==> src/rtl/sram_ctl_pkg.sv <==
// rtl/sram_ctl_pkg.sv - shared constants for the SRAM access controller
//
// Purpose: FSM state encodings, arbitration mode codes and default
//          parameter values shared by the controller, its arbiter and benches.
// Ports:   none (package).
package sram_ctl_pkg;

  // FSM state encodings
  localparam logic [2:0] ST_IDLE   = 3'd0;
  localparam logic [2:0] ST_OEIA   = 3'd1;
  localparam logic [2:0] ST_WRITE  = 3'd2;
  localparam logic [2:0] ST_WREND  = 3'd3;
  localparam logic [2:0] ST_RDWAIT = 3'd4;
  localparam logic [2:0] ST_INC    = 3'd5;

  // Arbitration modes
  localparam int ARB_FIXED = 0;
  localparam int ARB_RR    = 1;

  // Parameter defaults
  localparam int DEF_ADDR_W   = 19;
  localparam int DEF_DATA_W   = 8;
  localparam int DEF_NCHAN    = 2;
  localparam int DEF_WR_SETUP = 1;
  localparam int DEF_WE_WIDTH = 1;
  localparam int DEF_RD_WAIT  = 2;

endpackage

==> src/rtl/sram_access_controller_if.sv <==
// rtl/sram_access_controller_if.sv - requester-side bus of the SRAM access controller
//
// Purpose: bundles the per-channel request/acknowledge handshake.
// Signals: REQ/RNW/WDATA (requester -> controller), ACK/RDATA/RVALID
//          (controller -> requester). Channel i write data is
//          WDATA[i*DATA_W +: DATA_W].
// Modports: master = requester side, slave = controller side.
interface sram_access_controller_if #(
  parameter int NCHAN  = 2,
  parameter int DATA_W = 8
);
  logic [NCHAN-1:0]        REQ;
  logic [NCHAN-1:0]        RNW;
  logic [NCHAN*DATA_W-1:0] WDATA;
  logic [NCHAN-1:0]        ACK;
  logic [DATA_W-1:0]       RDATA;
  logic                    RVALID;

  modport master (output REQ, output RNW, output WDATA,
                  input  ACK, input  RDATA, input  RVALID);
  modport slave  (input  REQ, input  RNW, input  WDATA,
                  output ACK, output RDATA, output RVALID);
endinterface

==> src/rtl/sram_arbiter.sv <==
// rtl/sram_arbiter.sv - NCHAN-way fixed-priority / round-robin arbiter
//
// Purpose: combinational one-hot grant among requesting channels.
// Ports:   clk, rst (sync active-high); req[NCHAN]; take (grant is consumed
//          this cycle, advances the round-robin pointer); grant[NCHAN]
//          one-hot; grant_idx binary index of grant; any (some req high).
module sram_arbiter
  import sram_ctl_pkg::*;
#(
  parameter int NCHAN    = DEF_NCHAN,
  parameter int ARB_MODE = ARB_FIXED,
  localparam int PW      = (NCHAN > 1) ? $clog2(NCHAN) : 1
) (
  input  logic             clk,
  input  logic             rst,
  input  logic [NCHAN-1:0] req,
  input  logic             take,
  output logic [NCHAN-1:0] grant,
  output logic [PW-1:0]    grant_idx,
  output logic             any
);

  // Last granted channel; reset so channel 0 is searched first.
  logic [PW-1:0] ptr;

  always_comb begin
    int          idx;
    logic [PW-1:0] sel;
    grant     = '0;
    grant_idx = '0;
    any       = 1'b0;
    idx       = 0;
    sel       = '0;
    for (int i = 0; i < NCHAN; i++) begin
      // Round-robin searches starting just after the last winner.
      idx = (ARB_MODE == ARB_RR) ? (int'(ptr) + 1 + i) % NCHAN : i;
      sel = PW'(idx);
      if (!any && req[sel]) begin
        any        = 1'b1;
        grant[sel] = 1'b1;
        grant_idx  = sel;
      end
    end
  end

  always_ff @(posedge clk) begin
    if (rst) begin
      ptr <= PW'(NCHAN - 1);
    end else if (take && any) begin
      ptr <= grant_idx;
    end
  end

endmodule

==> src/rtl/sram_access_controller.sv <==
// rtl/sram_access_controller.sv - multi-channel asynchronous SRAM access controller
//
// Purpose: arbitrates NCHAN requesters onto one asynchronous SRAM with
//          programmable write setup / WE width / read wait, a shared
//          auto-incrementing address counter and EMPTY/FULL flags.
// Ports:   CLOCK, RESET (sync active-high); bus (requester handshake, slave);
//          ADDR_LOAD/ADDR_LOAD_VAL counter load; ADDR/EMPTY/FULL/BUSY status;
//          SRAM_A, SRAM_DQ_O, SRAM_DQ_I, SRAM_DQ_OE, SRAM_WE_n, SRAM_OE_n pins.
module sram_access_controller
  import sram_ctl_pkg::*;
#(
  parameter int ADDR_W   = DEF_ADDR_W,
  parameter int DATA_W   = DEF_DATA_W,
  parameter int NCHAN    = DEF_NCHAN,
  parameter int ARB_MODE = ARB_FIXED,
  parameter int WR_SETUP = DEF_WR_SETUP,
  parameter int WE_WIDTH = DEF_WE_WIDTH,
  parameter int RD_WAIT  = DEF_RD_WAIT
) (
  input  logic                   CLOCK,
  input  logic                   RESET,
  sram_access_controller_if.slave bus,
  input  logic                   ADDR_LOAD,
  input  logic [ADDR_W-1:0]      ADDR_LOAD_VAL,
  output logic [ADDR_W-1:0]      ADDR,
  output logic                   EMPTY,
  output logic                   FULL,
  output logic                   BUSY,
  output logic [ADDR_W-1:0]      SRAM_A,
  output logic [DATA_W-1:0]      SRAM_DQ_O,
  input  logic [DATA_W-1:0]      SRAM_DQ_I,
  output logic                   SRAM_DQ_OE,
  output logic                   SRAM_WE_n,
  output logic                   SRAM_OE_n
);

  localparam int PW = (NCHAN > 1) ? $clog2(NCHAN) : 1;

  logic [2:0]        state;
  logic [7:0]        cnt;
  logic [NCHAN-1:0]  cur_grant;
  logic              cur_rnw;
  logic [NCHAN-1:0]  ack_q;
  logic [DATA_W-1:0] rdata_q;
  logic              rvalid_q;
  logic              pend_load;
  logic [ADDR_W-1:0] pend_val;
  logic [ADDR_W-1:0] addr_q;
  logic              empty_q;
  logic              full_q;
  logic              busy_q;
  logic [DATA_W-1:0] dq_o_q;
  logic              dq_oe_q;
  logic              we_n_q;
  logic              oe_n_q;

  logic [NCHAN-1:0]  grant;
  logic [PW-1:0]     grant_idx;
  logic              any_req;
  logic              grant_ok;
  logic [DATA_W-1:0] wsel;

  // A load (direct or pending) in IDLE takes the cycle; no grant then.
  assign grant_ok = (state == ST_IDLE) && !ADDR_LOAD && !pend_load;

  sram_arbiter #(.NCHAN(NCHAN), .ARB_MODE(ARB_MODE)) u_arb (
    .clk       (CLOCK),
    .rst       (RESET),
    .req       (bus.REQ),
    .take      (grant_ok),
    .grant     (grant),
    .grant_idx (grant_idx),
    .any       (any_req)
  );

  always_comb begin
    wsel = '0;
    for (int i = 0; i < NCHAN; i++) begin
      if (grant_idx == PW'(i)) wsel = bus.WDATA[i*DATA_W +: DATA_W];
    end
  end

  // Address counter next value. Loads are honoured in IDLE and INC; a load
  // arriving in INC (or pending from earlier in the access) replaces the
  // increment. A full counter only advances on reads.
  logic              load_now;
  logic [ADDR_W-1:0] load_val;
  logic [ADDR_W-1:0] addr_nx;
  logic              full_nx;

  always_comb begin
    load_now = 1'b0;
    load_val = ADDR_LOAD_VAL;
    addr_nx  = addr_q;
    full_nx  = full_q;
    if (state == ST_IDLE || state == ST_INC) begin
      if (ADDR_LOAD) begin
        load_now = 1'b1;
      end else if (pend_load) begin
        load_now = 1'b1;
        load_val = pend_val;
      end
    end
    if (load_now) begin
      addr_nx = load_val;
      full_nx = 1'b0;
    end else if (state == ST_INC) begin
      if (cur_rnw) begin
        addr_nx = addr_q + 1'b1;
      end else if (!full_q) begin
        addr_nx = addr_q + 1'b1;
        full_nx = &addr_q;
      end
    end
  end

  always_ff @(posedge CLOCK) begin
    if (RESET) begin
      state     <= ST_IDLE;
      cnt       <= '0;
      cur_grant <= '0;
      cur_rnw   <= 1'b0;
      ack_q     <= '0;
      rdata_q   <= '0;
      rvalid_q  <= 1'b0;
      pend_load <= 1'b0;
      pend_val  <= '0;
      addr_q    <= '0;
      empty_q   <= 1'b1;
      full_q    <= 1'b0;
      busy_q    <= 1'b0;
      dq_o_q    <= '0;
      dq_oe_q   <= 1'b0;
      we_n_q    <= 1'b1;
      oe_n_q    <= 1'b0;
    end else begin
      ack_q    <= '0;
      rvalid_q <= 1'b0;
      addr_q   <= addr_nx;
      empty_q  <= (addr_nx == '0);
      full_q   <= full_nx;

      if (load_now) begin
        pend_load <= 1'b0;
      end else if (ADDR_LOAD) begin
        pend_load <= 1'b1;
        pend_val  <= ADDR_LOAD_VAL;
      end

      case (state)
        ST_IDLE: begin
          if (grant_ok && any_req) begin
            cur_grant <= grant;
            cur_rnw   <= bus.RNW[grant_idx];
            busy_q    <= 1'b1;
            if (bus.RNW[grant_idx]) begin
              state  <= ST_RDWAIT;
              cnt    <= 8'(RD_WAIT - 1);
              oe_n_q <= 1'b0;
            end else begin
              state   <= ST_OEIA;
              cnt     <= 8'(WR_SETUP - 1);
              dq_o_q  <= wsel;
              oe_n_q  <= 1'b1;
              dq_oe_q <= 1'b1;
            end
          end
        end
        ST_OEIA: begin
          if (cnt == 8'd0) begin
            state  <= ST_WRITE;
            cnt    <= 8'(WE_WIDTH - 1);
            we_n_q <= full_q;  // full: sequence runs, but no strobe
          end else begin
            cnt <= cnt - 8'd1;
          end
        end
        ST_WRITE: begin
          if (cnt == 8'd0) begin
            state  <= ST_WREND;
            we_n_q <= 1'b1;
          end else begin
            cnt <= cnt - 8'd1;
          end
        end
        ST_WREND: begin
          state   <= ST_INC;
          ack_q   <= cur_grant;
          oe_n_q  <= 1'b0;
          dq_oe_q <= 1'b0;
        end
        ST_RDWAIT: begin
          if (cnt == 8'd0) begin
            state    <= ST_INC;
            rdata_q  <= SRAM_DQ_I;
            ack_q    <= cur_grant;
            rvalid_q <= 1'b1;
          end else begin
            cnt <= cnt - 8'd1;
          end
        end
        ST_INC: begin
          state  <= ST_IDLE;
          busy_q <= 1'b0;
        end
        default: begin
          state <= ST_IDLE;
        end
      endcase
    end
  end

  assign bus.ACK    = ack_q;
  assign bus.RDATA  = rdata_q;
  assign bus.RVALID = rvalid_q;
  assign ADDR       = addr_q;
  assign EMPTY      = empty_q;
  assign FULL       = full_q;
  assign BUSY       = busy_q;
  assign SRAM_A     = addr_q;
  assign SRAM_DQ_O  = dq_o_q;
  assign SRAM_DQ_OE = dq_oe_q;
  assign SRAM_WE_n  = we_n_q;
  assign SRAM_OE_n  = oe_n_q;

endmodule

==> src/flat_wrapper.sv <==
// flat-port wrapper written by rule: the top's interface ports become plain ports
module sram_access_controller_flat import sram_ctl_pkg::*;
#(
  parameter int ADDR_W   = DEF_ADDR_W,
  parameter int DATA_W   = DEF_DATA_W,
  parameter int NCHAN    = DEF_NCHAN,
  parameter int ARB_MODE = ARB_FIXED,
  parameter int WR_SETUP = DEF_WR_SETUP,
  parameter int WE_WIDTH = DEF_WE_WIDTH,
  parameter int RD_WAIT  = DEF_RD_WAIT
)
  (CLOCK, RESET, ADDR_LOAD, ADDR_LOAD_VAL, ADDR, EMPTY, FULL, BUSY, SRAM_A, SRAM_DQ_O, SRAM_DQ_I, SRAM_DQ_OE, SRAM_WE_n, SRAM_OE_n, bus_REQ, bus_RNW, bus_WDATA, bus_ACK, bus_RDATA, bus_RVALID);
  sram_access_controller_if #(.NCHAN(NCHAN), .DATA_W(DATA_W)) bus_i ();
  input  logic CLOCK;
  input  logic RESET;
  input  logic ADDR_LOAD;
  input  logic [ADDR_W-1:0] ADDR_LOAD_VAL;
  output logic [ADDR_W-1:0] ADDR;
  output logic EMPTY;
  output logic FULL;
  output logic BUSY;
  output logic [ADDR_W-1:0] SRAM_A;
  output logic [DATA_W-1:0] SRAM_DQ_O;
  input  logic [DATA_W-1:0] SRAM_DQ_I;
  output logic SRAM_DQ_OE;
  output logic SRAM_WE_n;
  output logic SRAM_OE_n;
  input wire logic [$bits(bus_i.REQ)-1:0] bus_REQ;
  input wire logic [$bits(bus_i.RNW)-1:0] bus_RNW;
  input wire logic [$bits(bus_i.WDATA)-1:0] bus_WDATA;
  output wire logic [$bits(bus_i.ACK)-1:0] bus_ACK;
  output wire logic [$bits(bus_i.RDATA)-1:0] bus_RDATA;
  output wire logic [$bits(bus_i.RVALID)-1:0] bus_RVALID;
  assign bus_i.REQ = bus_REQ;
  assign bus_i.RNW = bus_RNW;
  assign bus_i.WDATA = bus_WDATA;
  assign bus_ACK = bus_i.ACK;
  assign bus_RDATA = bus_i.RDATA;
  assign bus_RVALID = bus_i.RVALID;
  sram_access_controller #(.ADDR_W(ADDR_W), .DATA_W(DATA_W), .NCHAN(NCHAN), .ARB_MODE(ARB_MODE), .WR_SETUP(WR_SETUP), .WE_WIDTH(WE_WIDTH), .RD_WAIT(RD_WAIT)) u_core (.CLOCK(CLOCK), .RESET(RESET), .bus(bus_i), .ADDR_LOAD(ADDR_LOAD), .ADDR_LOAD_VAL(ADDR_LOAD_VAL), .ADDR(ADDR), .EMPTY(EMPTY), .FULL(FULL), .BUSY(BUSY), .SRAM_A(SRAM_A), .SRAM_DQ_O(SRAM_DQ_O), .SRAM_DQ_I(SRAM_DQ_I), .SRAM_DQ_OE(SRAM_DQ_OE), .SRAM_WE_n(SRAM_WE_n), .SRAM_OE_n(SRAM_OE_n));
endmodule
==> config.mk <==
export PLATFORM = sky130hd
export DESIGN_NAME = sram_access_controller_flat
export DESIGN_NICKNAME = d
export VERILOG_FILES = /design/src/rtl/sram_ctl_pkg.sv /design/src/rtl/sram_access_controller_if.sv /design/src/rtl/sram_arbiter.sv /design/src/rtl/sram_access_controller.sv /design/src/flat_wrapper.sv
export SDC_FILE = /design/constraint.sdc
export NUM_CORES = 1
export LEC_CHECK = 0
export ABC_AREA = 1
export BUFFER_PORTS_ARGS = -buffer_cell sky130_fd_sc_hd__buf_2
export CAP_MARGIN = 20
export CORE_ASPECT_RATIO = 1.1
export CORE_MARGIN = 2
export CORE_UTILIZATION = 50
export DETAILED_ROUTE_END_ITERATION = 8
export PLACE_DENSITY = 0.74
export RECOVER_POWER = 25
export SETUP_SLACK_MARGIN = 0.05
export SYNTH_ARGS = -nofsm -noshare
export SYNTH_HDL_FRONTEND = slang
export SYNTH_SLANG_ARGS = --single-unit
==> constraint.sdc <==
create_clock -name CLOCK -period 2.3 [get_ports CLOCK]
set_clock_uncertainty 0.15 [all_clocks]
set_input_delay 0.115 -clock CLOCK [delete_from_list [all_inputs] [get_ports CLOCK]]
set_output_delay 0.115 -clock CLOCK [all_outputs]
set_load 0.01 [all_outputs]
==> metrics.yaml, run 1 <==
global_route:
  antenna_found_initial: 0
  grtUsageTotal_pct: 26.9
  grt_pass1_vias: 4280
  grt_pass1_wl_um: 20000
  grt_overflow: 0
  grt_max_degree: 41
critical_path:
  required_ns: 2.44
  criticalPathCategory: "reg -> reg"
  setup.worst_path.start_class: "register"
  slowest_stage: "dfxtp_1"
  cp_common_cell: "nand2_1"
  path_cells: "nor2_4 > nand2_2 > nand2_4 > nand2_2 > clkinvlp_4 > o211ai_1 > nand2_1 > nor2_1 > nand2_1 > nor2_1 > nand3_1 > nand2_1"
  cp_data_arrival_time_ns: 2.26
  slowest_delay_ns: 0.47
  critPathMaxFanout: 11
  crit_path_end_kind: "register"
job:
  max_cap_viol_count: 0
timing:
  rsz0062_at_grt: "yes"
  finalSetupViolations: 0
  slew-limit-headroom_pct: 46.2
  tightest_slew_ns: 0.805
  period_minus_slack_ns: 2.11
  holdWs_ns: 0.0435
  fmax_mhz: 473
  period_share_pct: 91.9
  fin_tns_setup_ns: 0
  slew_violations: 0
  hold_viol_final: 0
synth:
  synth_area_um2: 4200
  ys_warn_count: 0
  seq_area_frac_synth_pct: 37.2
  synth.distinct_cells: 40
  avgSynthCellArea_um2: 6.76
  syn_nets: 674
  synth-seq-cells: 78
  syn_inst: 621
place:
  io_buffers: 112
  place.gp.congestion: 0.874
  dp_cells: 816
  place_area_um2: 4720
  dpl.hpwl_um: 8360
finish:
  nets: 815
  fin_cells: 876
  final_util_pct: 65.0
  nFillCells: 759
  fin_area_um2: 5380
  num_antenna_cells: 0
  mostFrequentLayoutCell: "nand2_1"
  areaGrowthSynthToFinish_pct: 28.2
  final_cell_mix: "128 x nand2_1, 79 x buf_2, 75 x dfxtp_1"
  layout-drive-gt1-share_pct: 18.4
worst_hold_path:
  worstHoldPathType: "in -> reg"
routing:
  firstDrtPassIters: 5
  drt_iter0_markers: 239
  via_count: 4541
  wirelength_um: 12100
  routedWlPerCell_um: 13.8
  avgViaCountPerCell: 5.18
  drc_errors: 0
  postRouteAntennaNets: 0
cts:
  tritoncts: "done"
  clock_latency_ns: 0.35
  cts_htree_levels: 3
  root_buffer: "clkbuf_8"
  clock-sinks: 78
  clockBufferDepth: 2
  numCtsBuffers: 9
  clkSlewWorstSetupHoldPaths_ns: 0.09
pwr:
  p_per_area_nw_per_um2: 1050
  ir_worst_vdd_mv: 0.608
  p_leak_nw: 2.48
floorplan:
  core_um2: 8280
  fp.dieW_um: 91.4
  row_count: 35
  start_util_pct: 50.7
  dieArea_um2: 9150
  die_h_um: 100
  io_pins: 113
status:
  outcome: "finished clean"
-- power breakdown --
part	internal [mW]	switching, mW
clock	0.627	0.501
sequential	1.68	0.286
combinational	0.920	1.66
total	3.23	2.45
-- critical path, delay by kind of cell (launching register included) --
kind	cells	cell delay [ns]
AO/OA/AOI/OAI	1	0.26
buffers and inverters	1	0.25
flip-flops	1	0.47
AND/OR/NAND/NOR	10	0.91
-- layer usage --
layer | routed length (um) | track usage, %
met3 | 657 | 3.83
met2 | 5850 | 45.4
met4 | 259 | 10.8
met5 | 0 | 0
met1 | 5330 | 35.0
-- area by class of cell --
| class | instances | area [um^2] | share of cell area [%] |
|---|---|---|---|
| Sequential cell | 78 | 1570 | 29.1 |
| Multi-Input combinational cell | 427 | 2110 | 39.1 |
| Timing Repair Buffer | 170 | 1070 | 19.8 |
| Clock buffer | 10 | 138 | 2.56 |
| Clock inverter | 4 | 72.6 | 1.35 |
| Inverter | 76 | 293 | 5.44 |
| Tap cell | 111 | 139 | 2.58 |
-- cell usage after synthesis (all sizes together) --
cell,n,area (um^2)
nand2,135,534
nor2,81,349
dfxtp,78,1560
inv,75,282
nand3,61,320
a21oi,53,265
o21ai,45,229
buf,31,229
a31oi,9,56.3
clkbuf,9,33.8
o211ai,8,78.8
nand4,7,43.8
nor3,7,40.0
o21bai,4,30.0
a211oi,3,22.5
ha,3,37.5
o22ai,2,12.5
xor2,2,17.5
a211o,1,8.76
a21o,1,7.51
a41oi,1,8.76
and3,1,6.26
clkinv,1,3.75
nor3b,1,7.51
nor4,1,6.26
or2,1,6.26
-- state kept, by name (all words and copies together) (netlist names) --
name               count
u_core.SRAM_OE_n       1
u_core.EMPTY           1
u_core.bus.ACK         2
u_core.pend_load       1
u_core.bus.RVALID      1
u_core.FULL            1
u_core.SRAM_DQ_OE      1
u_core.SRAM_DQ_O       8
u_core.cur_rnw         1
u_core.state           3
u_core.cnt             8
u_core.pend_val       19
u_core.SRAM_WE_n       1
u_core.BUSY            1
u_core.bus.RDATA       8
u_core.ADDR           19
u_core.cur_grant       2
-- worst paths after layout --
kind	depth (start not counted)	endpoint	slack, ns	start
setup / recovery	12	u_core.EMPTY$_SDFF_PP1_	0.19	u_core.state[0]$_SDFFE_PP0P_
hold / removal	4	u_core.BUSY$_SDFFE_PP0P_	0.04	RESET
setup reg to reg	12	u_core.EMPTY$_SDFF_PP1_	0.19	u_core.state[0]$_SDFFE_PP0P_
hold reg to reg	2	u_core.bus.ACK[1]$_SDFF_PP0_	0.30	u_core.cur_grant[1]$_SDFFE_PP0P_
-- cells by family (layout without fill, tap and decap cells) --
kind of cell / count (synthesis) / count (layout) / share of synthesized area, %
AO/OA/AOI/OAI: 127 / 127 / 17.1
AND/OR/NAND/NOR: 295 / 295 / 31.3
buffers and inverters: 116 / 260 / 13.1
adder cells (fa/ha/maj): 3 / 3 / 0.894
XOR/XNOR: 2 / 2 / 0.417
flip-flops: 78 / 78 / 37.2
-- timing repair --
| action | in CTS | in global routing |
|---|---|---|
| hold buffers | 45 | 0 |
| setup buffers | 0 | 1 |
| endpoints found under the setup margin | 0 | 4 |
| gates resized for setup | 0 | 11 |
| hold endpoints to repair | 42 | 0 |
-- through the flow --
step | setup slack [ns] | power (mW)
after detailed placement | 0.164 | 4.46
after global routing | 0.0209 | 6.11
after floorplan | 0.315 | 3.85
after CTS | 0.142 | 5.65
final | 0.185 | 5.68
after global placement | 0.241 | 4.39
Note: power is estimated with default switching activity, not from simulation.
==> inputs of run 2 (changes only) <==
==> constraint.sdc (replaced) <==
create_clock -name CLOCK -period 2.45 [get_ports CLOCK]
set_clock_uncertainty 0.15 [all_clocks]
set_input_delay 0.1225 -clock CLOCK [delete_from_list [all_inputs] [get_ports CLOCK]]
set_output_delay 0.1225 -clock CLOCK [all_outputs]
set_load 0.01 [all_outputs]
==> run 2 against run 1 <==
Net effect: critical path type unchanged; critical path depth shrank 3; highest routed layer unchanged; utilization shrank 0.97 points; non-clock buffer count shrank 5; critical endpoint is now u_core.SRAM_DQ_O[2]$_SDFFE_PP0P_; sequential power shrank 6%; power shrank 8.7%.
==> metrics.yaml, run 2 (synthesis results as in run 1) <==
critical_path:
  required_ns: 2.59  # was 2.44 ns
  path_cells: "nor2_4 > nand2_2 > nor2_4 > o21ai_2 > nor2_2 > buf_6 > o21ai_0 > a31oi_1 > dlygate4sd3_1"  # was nor2_4 > nand2_2 > nand2_4 > nand2_2 > clkinvlp_4 > o211ai_1 > nand2_1 > nor2_1 > nand2_1 > nor2_1 > nand3_1 > nand2_1
  slowest_stage: "dlygate4sd3_1"  # was dfxtp_1
  slowest_delay_ns: 0.58  # was 0.47 ns
  crit_path_end_kind: "register"  # unchanged
  criticalPathCategory: "reg -> reg"  # unchanged
  cp_common_cell: "nor2_4"  # was nand2_1
  critPathMaxFanout: 19  # was 11
  cp_data_arrival_time_ns: 2.43  # was 2.26 ns
  setup.worst_path.start_class: "register"  # unchanged
global_route:
  antenna_found_initial: 0  # unchanged
  grt_max_degree: 41  # unchanged
  grtUsageTotal_pct: 25.9  # was 26.9%
  grt_pass1_vias: 4243  # was 4,280
  grt_overflow: 0  # unchanged
  grt_pass1_wl_um: 19400  # was 20,000 um
floorplan:
  die_h_um: 100  # unchanged
  core_um2: 8280  # unchanged
  start_util_pct: 50.7  # unchanged
  io_pins: 113  # unchanged
  dieArea_um2: 9150  # unchanged
  row_count: 35  # unchanged
  fp.dieW_um: 91.4  # unchanged
routing:
  wirelength_um: 11700  # was 12,100 um
  drt_iter0_markers: 287  # was 239
  avgViaCountPerCell: 5.15  # was 5.18
  drc_errors: 0  # unchanged
  via_count: 4500  # was 4,541
  postRouteAntennaNets: 0  # unchanged
  routedWlPerCell_um: 13.4  # was 13.8 um
  firstDrtPassIters: 6  # was 5
timing:
  tightest_slew_ns: 0.793  # was 0.805 ns
  finalSetupViolations: 0  # unchanged
  period_share_pct: 93.3  # was 91.9%
  slew_violations: 0  # unchanged
  fmax_mhz: 437  # was 473 MHz
  fin_ws_ns: 0.164  # was 0.185 ns
  slew-limit-headroom_pct: 47.0  # was 46.2%
  fin_tns_setup_ns: 0  # unchanged
  hold_viol_final: 0  # unchanged
  period_minus_slack_ns: 2.29  # was 2.11 ns
  rsz0062_at_grt: "no"  # was yes
place:
  dpl.hpwl_um: 8300  # was 8360 um
  preCtsSetupSlack_ns: 0.331  # was 0.164 ns
  io_buffers: 112  # unchanged
  place.gp.congestion: 0.881  # was 0.874
  dp_cells: 812  # was 816
pwr:
  p_leak_nw: 2.46  # was 2.48 nW
  clockPowerShare_pct: 18.7  # was 19.9%
  p_sw_share_pct: 44.2  # was 43.1%
  p_comb_share_pct: 45.5  # about the same
  p_switching_mw: 2.29  # was 2.45 mW
  p_per_area_nw_per_um2: 977  # was 1050 nW/um^2
  power_mw: 5.18  # was 5.68 mW
  ir_worst_vdd_mv: 0.437  # was 0.608 mV
  sequentialPowerShare_pct: 35.9  # was 34.7%
  intPower_mw: 2.89  # was 3.23 mW
cts:
  tritoncts: "done"  # unchanged
  clock-sinks: 78  # unchanged
  clock_latency_ns: 0.35  # about the same
  numCtsBuffers: 9  # unchanged
  root_buffer: "clkbuf_8"  # unchanged
  clkSlewWorstSetupHoldPaths_ns: 0.09  # about the same
  clockBufferDepth: 2  # unchanged
  cts_htree_levels: 3  # unchanged
finish:
  nets: 810  # was 815
  register_area_um2: 1560  # was 1570 um^2
  layout-drive-gt1-share_pct: 17.5  # was 18.4%
  mostFrequentLayoutCell: "nand2_1"  # unchanged
  areaGrowthSynthToFinish_pct: 26.3  # was 28.2%
  multi_input_area_um2: 2090  # was 2110 um^2
  num_antenna_cells: 0  # unchanged
  fin_cells: 873  # was 876
  final_cell_mix: "128 x nand2_1, 77 x buf_2, 76 x dfxtp_1"  # was 128 x nand2_1, 79 x buf_2, 75 x dfxtp_1
  nFillCells: 738  # was 759
worst_hold_path:
  worstHoldPathType: "in -> reg"  # unchanged
job:
  max_cap_viol_count: 0  # unchanged
status:
  outcome: "finished clean"  # unchanged
## run 2: cell count changes in the layout (fill, tap and decap cells not counted), moves of 2 or more
cell	delta
buf_4	-5
clkbuf_1	+3
buf_2	-2
o21ai_0	+2
o21ai_1	-2
## run 2: final cells by class
class	count	area share (%)
Inverter	76	5.38
Clock inverter	6	1.18
Clock buffer	10	2.41
Multi-Input combinational cell	427	39.5
Timing Repair Buffer	165	19.4
Tap cell	111	2.62
Sequential cell	78	29.5
## run 2: power groups by stage
| stage | registers (mW) | logic, mW | clock network, mW |
|---|---|---|---|
| after floorplan | 1.89 | 1.72 | 0 |
| after global placement | 1.86 | 2.24 | 0 |
| after detailed placement | 1.87 | 2.27 | 0 |
| after CTS | 1.85 | 2.35 | 0.969 |
| after global routing | 1.90 | 2.66 | 1.02 |
| final | 1.86 | 2.36 | 0.966 |
## run 2: critical path: cells and delay by family, from the launching register on
kind            cells  cell delay, ns
buf+inv             2            0.76
simple gates        4            0.55
flops               1            0.36
compound gates      3            0.41
## run 2: per-stage QoR
stage / utilization (%) / instance area [um^2] / hold WS, ns
final: 64.0 / 5300 / 0.00925
after global routing: 64.0 / 5300 / 0.0375
after CTS: 64.3 / 5330 / 0.00261
after detailed placement: 56.7 / 4690 / 0.203
after global placement: 56.7 / 4690 / 0.192
after floorplan: - / 4200 / 0.107
## run 2: worst paths after layout
path                                          from                                to  slack (ns)  cells past startpoint
setup / recovery      u_core.state[1]$_SDFFE_PP0P_  u_core.SRAM_DQ_O[2]$_SDFFE_PP0P_        0.16                      9
setup reg to reg      u_core.state[1]$_SDFFE_PP0P_  u_core.SRAM_DQ_O[2]$_SDFFE_PP0P_        0.16                      9
hold reg to reg   u_core.cur_grant[1]$_SDFFE_PP0P_      u_core.bus.ACK[1]$_SDFF_PP0_        0.30                      2
hold / removal                          bus_REQ[1]  u_core.cur_grant[1]$_SDFFE_PP0P_       0.009                      3
## run 2: per-layer routing
metal	track usage, %	part of all wire, %	up-vias	wire length, um
met5	0	0	-	0
met4	8.39	1.5	0	174
met3	4.50	6.2	17	724
met2	43.6	47	178	5490
met1	34.0	45	2029	5320
li1	-	-	2276	-
## run 2: what timing repair did
action / CTS / global route
hold buffers: 44 / 0
setup buffers: 0 / 1
endpoints found under the setup margin: 0 / 8
hold endpoints to repair: 40 / 0
resized for setup: 0 / 5
